--- src/rtl/disp_pingpong_buf_if.sv ---
// ---------------------------------------------------------------------------
// disp_pingpong_buf_if
//   Bundles the producer write handshake, the frame/hold controls and the
//   mux-facing outputs of disp_pingpong_buf.
//
//   Signals:
//     wr_valid   producer -> buffer  word present on wr_data
//     wr_data    producer -> buffer  word for the hidden bank
//     wr_ready   buffer -> producer  buffer can accept a word this cycle
//     frame_tick producer -> buffer  one-cycle frame boundary pulse
//     hold       producer -> buffer  defers any pending swap while high
//     bank0      buffer -> mux I0    bank 0 contents
//     bank1      buffer -> mux I1    bank 1 contents
//     sel        buffer -> mux s     visible bank index
//     swap_pulse buffer -> observer  high for the cycle after sel changes
//     swap_cnt   buffer -> observer  completed swaps, modulo 256
//
//   Modports:
//     master : the producer / observer side
//     slave  : the buffer itself
// ---------------------------------------------------------------------------
interface disp_pingpong_buf_if #(
  parameter int WIDTH = 32
);
  logic             wr_valid;
  logic [WIDTH-1:0] wr_data;
  logic             wr_ready;
  logic             frame_tick;
  logic             hold;
  logic [WIDTH-1:0] bank0;
  logic [WIDTH-1:0] bank1;
  logic             sel;
  logic             swap_pulse;
  logic [7:0]       swap_cnt;

  modport master (
    output wr_valid, wr_data, frame_tick, hold,
    input  wr_ready, bank0, bank1, sel, swap_pulse, swap_cnt
  );

  modport slave (
    input  wr_valid, wr_data, frame_tick, hold,
    output wr_ready, bank0, bank1, sel, swap_pulse, swap_cnt
  );
endinterface

--- src/rtl/disp_pingpong_buf.sv ---
// ---------------------------------------------------------------------------
// disp_pingpong_buf
//   Double-buffered word store feeding a 2:1 display mux. Each accepted word
//   goes into the hidden bank (~sel); the bank select then flips so the
//   consumer switches to the new word atomically.
//
//   Ports:
//     clk  in   system clock, rising edge
//     rst  in   synchronous active-high reset (discards any pending word)
//     bus  slave modport of disp_pingpong_buf_if (handshake, frame_tick,
//          hold, bank0/bank1/sel mux drives, swap_pulse, swap_cnt)
//
//   Build option:
//     PINGPONG_FRAME_SYNC_EN  when defined, a pending word is published only
//                             on a frame_tick (tear-free display). When
//                             undefined, it is published on the cycle after
//                             acceptance and frame_tick is unused.
// ---------------------------------------------------------------------------
module disp_pingpong_buf #(
  parameter int WIDTH = 32
) (
  input  logic                clk,
  input  logic                rst,
  disp_pingpong_buf_if.slave  bus
);

  typedef enum logic {
    IDLE = 1'b0,   // no pending swap
    PEND = 1'b1    // hidden bank holds an unpublished word
  } state_t;

  state_t      r_state;
  state_t      w_state_next;
  logic        r_sel;
  logic        r_swap_pulse;
  logic [7:0]  r_swap_cnt;

  logic        w_accept;
  logic        w_swap;
  logic        w_swap_cond;
  logic        w_wr_ready;

`ifndef PINGPONG_FRAME_SYNC_EN
  // frame_tick has no effect in the free-running build.
  logic        w_unused_tick;
  assign w_unused_tick = bus.frame_tick;
`endif

  // ---------------------------------------------------------------------
  // Next-state / handshake decode
  // ---------------------------------------------------------------------
  always_comb begin
    w_state_next = r_state;
    w_wr_ready   = 1'b0;
    w_accept     = 1'b0;
    w_swap       = 1'b0;
`ifdef PINGPONG_FRAME_SYNC_EN
    w_swap_cond  = bus.frame_tick;
`else
    w_swap_cond  = 1'b1;
`endif
    case (r_state)
      IDLE: begin
        // Ticks arriving here are dropped; a tick in the acceptance cycle
        // therefore never publishes the word being accepted.
        w_wr_ready = 1'b1;
        if (bus.wr_valid) begin
          w_accept     = 1'b1;
          w_state_next = PEND;
        end
      end
      PEND: begin
        // wr_valid is ignored here; the producer holds until wr_ready.
        if (w_swap_cond && !bus.hold) begin
          w_swap       = 1'b1;
          w_state_next = IDLE;
        end
      end
      default: w_state_next = IDLE;
    endcase
  end

  always_ff @(posedge clk) begin
    if (rst) begin
      r_state <= IDLE;
    end else begin
      r_state <= w_state_next;
    end
  end

  // ---------------------------------------------------------------------
  // Bank registers: bank gi is written only while it is hidden (sel != gi)
  // ---------------------------------------------------------------------
  genvar gi;
  generate
    for (gi = 0; gi < 2; gi++) begin : g_bank
      logic [WIDTH-1:0] r_word;

      always_ff @(posedge clk) begin
        if (rst) begin
          r_word <= '0;
        end else if (w_accept && (r_sel != 1'(gi))) begin
          r_word <= bus.wr_data;
        end
      end
    end
  endgenerate

  // ---------------------------------------------------------------------
  // Select, swap pulse and swap counter
  // ---------------------------------------------------------------------
  always_ff @(posedge clk) begin
    if (rst) begin
      r_sel        <= 1'b0;
      r_swap_pulse <= 1'b0;
      r_swap_cnt   <= 8'd0;
    end else begin
      // Registered alongside sel, so it is high exactly during the first
      // cycle in which the new sel value is visible.
      r_swap_pulse <= w_swap;
      if (w_swap) begin
        r_sel      <= ~r_sel;
        r_swap_cnt <= r_swap_cnt + 8'd1;   // wraps 255 -> 0
      end
    end
  end

  assign bus.wr_ready   = w_wr_ready;
  assign bus.bank0      = g_bank[0].r_word;
  assign bus.bank1      = g_bank[1].r_word;
  assign bus.sel        = r_sel;
  assign bus.swap_pulse = r_swap_pulse;
  assign bus.swap_cnt   = r_swap_cnt;

endmodule

--- src/flat_wrapper.sv ---
// flat-port wrapper written by rule: the top's interface ports become plain ports
module disp_pingpong_buf_flat 
#(
  parameter int WIDTH = 32
)
  (clk, rst, bus_wr_valid, bus_wr_data, bus_frame_tick, bus_hold, bus_wr_ready, bus_bank0, bus_bank1, bus_sel, bus_swap_pulse, bus_swap_cnt);
  disp_pingpong_buf_if #(.WIDTH(WIDTH)) bus_i ();
  input  logic clk;
  input  logic rst;
  input wire logic [$bits(bus_i.wr_valid)-1:0] bus_wr_valid;
  input wire logic [$bits(bus_i.wr_data)-1:0] bus_wr_data;
  input wire logic [$bits(bus_i.frame_tick)-1:0] bus_frame_tick;
  input wire logic [$bits(bus_i.hold)-1:0] bus_hold;
  output wire logic [$bits(bus_i.wr_ready)-1:0] bus_wr_ready;
  output wire logic [$bits(bus_i.bank0)-1:0] bus_bank0;
  output wire logic [$bits(bus_i.bank1)-1:0] bus_bank1;
  output wire logic [$bits(bus_i.sel)-1:0] bus_sel;
  output wire logic [$bits(bus_i.swap_pulse)-1:0] bus_swap_pulse;
  output wire logic [$bits(bus_i.swap_cnt)-1:0] bus_swap_cnt;
  assign bus_i.wr_valid = bus_wr_valid;
  assign bus_i.wr_data = bus_wr_data;
  assign bus_i.frame_tick = bus_frame_tick;
  assign bus_i.hold = bus_hold;
  assign bus_wr_ready = bus_i.wr_ready;
  assign bus_bank0 = bus_i.bank0;
  assign bus_bank1 = bus_i.bank1;
  assign bus_sel = bus_i.sel;
  assign bus_swap_pulse = bus_i.swap_pulse;
  assign bus_swap_cnt = bus_i.swap_cnt;
  disp_pingpong_buf #(.WIDTH(WIDTH)) u_core (.clk(clk), .rst(rst), .bus(bus_i));
endmodule
--- config.mk ---
export PLATFORM = sky130hd
export DESIGN_NAME = disp_pingpong_buf_flat
export DESIGN_NICKNAME = d
export VERILOG_FILES = /design/src/rtl/disp_pingpong_buf_if.sv /design/src/rtl/disp_pingpong_buf.sv /design/src/flat_wrapper.sv
export SDC_FILE = /design/constraint.sdc
export NUM_CORES = 1
export LEC_CHECK = 0
export ABC_AREA = 1
export ABC_CLOCK_PERIOD_IN_PS = 2350
export CORE_UTILIZATION = 46
export DETAILED_ROUTE_END_ITERATION = 8
export GPL_TIMING_DRIVEN = 1
export PLACE_DENSITY = 0.81
export SLEW_MARGIN = 5
export SYNTH_ARGS = -nofsm -noshare
export SYNTH_HDL_FRONTEND = slang
export SYNTH_SLANG_ARGS = --single-unit
--- constraint.sdc ---
create_clock -name clk -period 2.35 [get_ports clk]
set_input_delay 0.3525 -clock clk [delete_from_list [all_inputs] [get_ports clk]]
set_output_delay 0.3525 -clock clk [all_outputs]
set_load 0.02 [all_outputs]
==> impl_metrics.json <==
{
  "antenna_left": 0,
  "syn-num-nets": 380,
  "synthesis.area_um2": 2770,
  "wl_per_cell_um": 12.2,
  "switching_share": 0.249,
  "r2r_setup_slack_ns": 1.01,
  "synth_top_area_share": 0.542,
  "fin_skew_ns": 0.0100,
  "groute.usage.overall": 0.218,
  "rsz0062_at_grt": "no",
  "switching_power_uw": 741,
  "place.gp.congestion": 0.749,
  "root_buffer": "clkbuf_8",
  "drt_iter0_drc": 84,
  "avgSynthCellArea_um2": 8.10,
  "fp.dieH_um": 79.6,
  "powerDensity_nw_per_um2": 722,
  "cts_resized": 0,
  "worstPathArrival_ns": 1.44,
  "portBuffers": 110,
  "grt_max_degree": 74,
  "drc": 0,
  "cts_max_level": 3,
  "muxShareOfSynthArea": 0,
  "nets": 487,
  "antenna_found_initial": 0,
  "grt_pass1_vias": 2473,
  "ios": 112,
  "num_antenna_cells": 0,
  "reg2reg_from": "u_core.r_state",
  "outcome": "complete, no violations",
  "synth_common_cells": "75 x dfxtp_1, 70 x inv_1, 67 x a21oi_1",
  "grt_first_pass_wirelength_mm": 10.6,
  "hold_depth": 2,
  "hold_viol": 0,
  "cts_tree": "yes",
  "power_frac_comb": 0.163,
  "clk_latency_ns": 0.34,
  "routed_via_density": 4.83,
  "vias": 2535,
  "synth_top_area_cell": "dfxtp_1",
  "p_clk_frac": 0.369,
  "start_kind": "flip-flop",
  "p_leak_uw": 0.00154,
  "synth-simple-area-share": 0.0695,
  "ir_drop_mv": 0.539,
  "layout_min_cycle_time_ns": 1.79,
  "numCtsBuffers": 9,
  "ys_types": 16,
  "max-clock-path-buffers": 2,
  "critPathKind": "flip-flop to output pin",
  "synthCells": 342,
  "ys_async_sr_fraction": 0,
  "synth_compound_area_frac": 0.238,
  "postCtsHoldBufs": 0,
  "overflow": 0,
  "wirelength_mm": 6.42,
  "detailed_place_hpwl_mm": 4.44,
  "dieWidth_um": 79.6,
  "required_ns": 2.00,
  "timing.fmax_mhz": 559,
  "syn_to_final_growth_pct": 48.4,
  "setup_tns_ns": 0,
  "end_kind": "output pin",
  "drv_slew": 0,
  "power.total_uw": 2970,
  "ys_seq_area_frac": 0.542,
  "synth_top_family_by_area": "compound AO/OA/AOI/OAI gates",
  "ys_warn_count": 0,
  "synth_xor_area_frac": 0.00316,
  "core_um2": 5640,
  "rows": 27,
  "synth-seq-cells": 75,
  "tightest_slew_ns": 0.354,
  "worst-path-max-fanout": 4,
  "seqPwrFrac": 0.467,
  "min-delay-start": "u_core.bus.bank1[15]",
  "relSlewSlack": 0.763,
  "yosysMostFrequentCell": "dfxtp_1",
  "start_util": 0.491,
  "cts_setup_buffers": 0,
  "hp-class": "flip-flop to flip-flop",
  "synth_fa_ha_area_frac": 0.00451,
  "fin_crit_sh": 0.761,
  "synthTopCellsByArea": "dfxtp_1 54%, a21oi_1 12%, o21ai_0 10%, inv_1 9.5%, nand2_1 2.4%",
  "clkSinkCount": 75,
  "clkSlewWorstSetupHoldPaths_ns": 0.08,
  "r2r-end": "u_core.bus.bank1[26]",
  "maxCapViolCount": 0,
  "synth-edff-count": 0,
  "hold_end": "u_core.bus.bank1[15]",
  "synthFlopType": "dfxtp_1",
  "drive_gt1_frac": 0.0508,
  "dieArea_um2": 6340,
  "p_int_uw": 2230,
  "r2r_cells": 5,
  "first_pass_iters": 4,
  "setup_violations": 0
}
how the worst max path moves through the flow:
stage,start,endpoint,slack [ns],cells after the start
final,u_core.r_state,bus_wr_ready,0.56,2
after global routing,u_core.r_state,bus_wr_ready,0.50,2
after global placement,bus_wr_valid,u_core.bus.bank1[22],0.55,5
after detailed placement,bus_wr_valid,u_core.bus.bank1[26],0.49,5
after CTS,u_core.r_state,bus_wr_ready,0.54,2
after floorplan,u_core.bus.swap_cnt[1],u_core.bus.swap_cnt[6],1.14,6
per-stage QoR:
step / std cells / util / area [um^2] / hold slack [ns] / worst slack [ns]
final: 525 / 0.729 / 4110 / 0.444 / 0.561
after global routing: 525 / 0.729 / 4110 / 0.461 / 0.499
after detailed placement: 510 / 0.689 / 3890 / 0.434 / 0.486
after CTS: 525 / 0.729 / 4110 / 0.446 / 0.536
after floorplan: 342 / - / 2770 / 0.425 / 1.14
after global placement: 510 / 0.689 / 3890 / 0.429 / 0.545
power groups by stage:
| stage | Sequential, uW | Combinational (uW) | Clock (uW) |
|---|---|---|---|
| finish | 1390 | 485 | 1100 |
| global route | 1400 | 529 | 1180 |
| CTS | 1390 | 490 | 1130 |
| detailed placement | 1420 | 486 | 0 |
| global placement | 1410 | 476 | 0 |
| floorplan | 1510 | 153 | 0 |
routing by layer:
| metal | routed length, um | GRT usage | share of wire |
|---|---|---|---|
| met2 | 2980 | 0.353 | 0.46 |
| met4 | 219 | 0.131 | 0.034 |
| met3 | 615 | 0.0891 | 0.096 |
| met5 | 0 | 0 | 0 |
| met1 | 2600 | 0.238 | 0.41 |
layout make-up:
cell class | count | area (um^2)
multi-input cells | 176 | 875
repair buffers | 115 | 1150
clock buffers | 11 | 151
fillers | 426 | 1530
flip-flops and latches | 75 | 1500
clock inverters | 4 | 73.8
well taps | 72 | 90.1
inverters | 72 | 270
logic make-up after synthesis:
family / Yosys count
and+or+nand+nor: 42
xor gates and xnor gates: 1
AOI/OAI and AO/OA: 132
buffers and inverters: 91
adders and majority gates: 1
DFF: 75
flip-flops by register name, indices dropped and copies added (netlist names):
register	flops
u_core.bus.bank1	32
u_core.bus.swap_cnt	8
u_core.r_state	1
u_core.bus.bank0	32
u_core.bus.sel	1
u_core.bus.swap_pulse	1
worst max-delay path, stage by stage (launching register included):
cell             delay, ns
dfxtp_1               0.35
inv_2                 0.13
clkdlybuf4s50_1       0.62
cells in the final DEF (no fill, tap or decap), drive strengths merged:
| cell | count |
|---|---|
| clkdlybuf4s50 | 110 |
| dfxtp | 75 |
| inv | 71 |
| a21oi | 67 |
| o21ai | 65 |
| nand2 | 18 |
| nor2 | 16 |
| clkbuf | 11 |
| nand3 | 8 |
| buf | 5 |
| clkinv | 3 |
| bufinv | 2 |
| xor2 | 1 |
| ha | 1 |
Power figures use the tool's default switching activity.
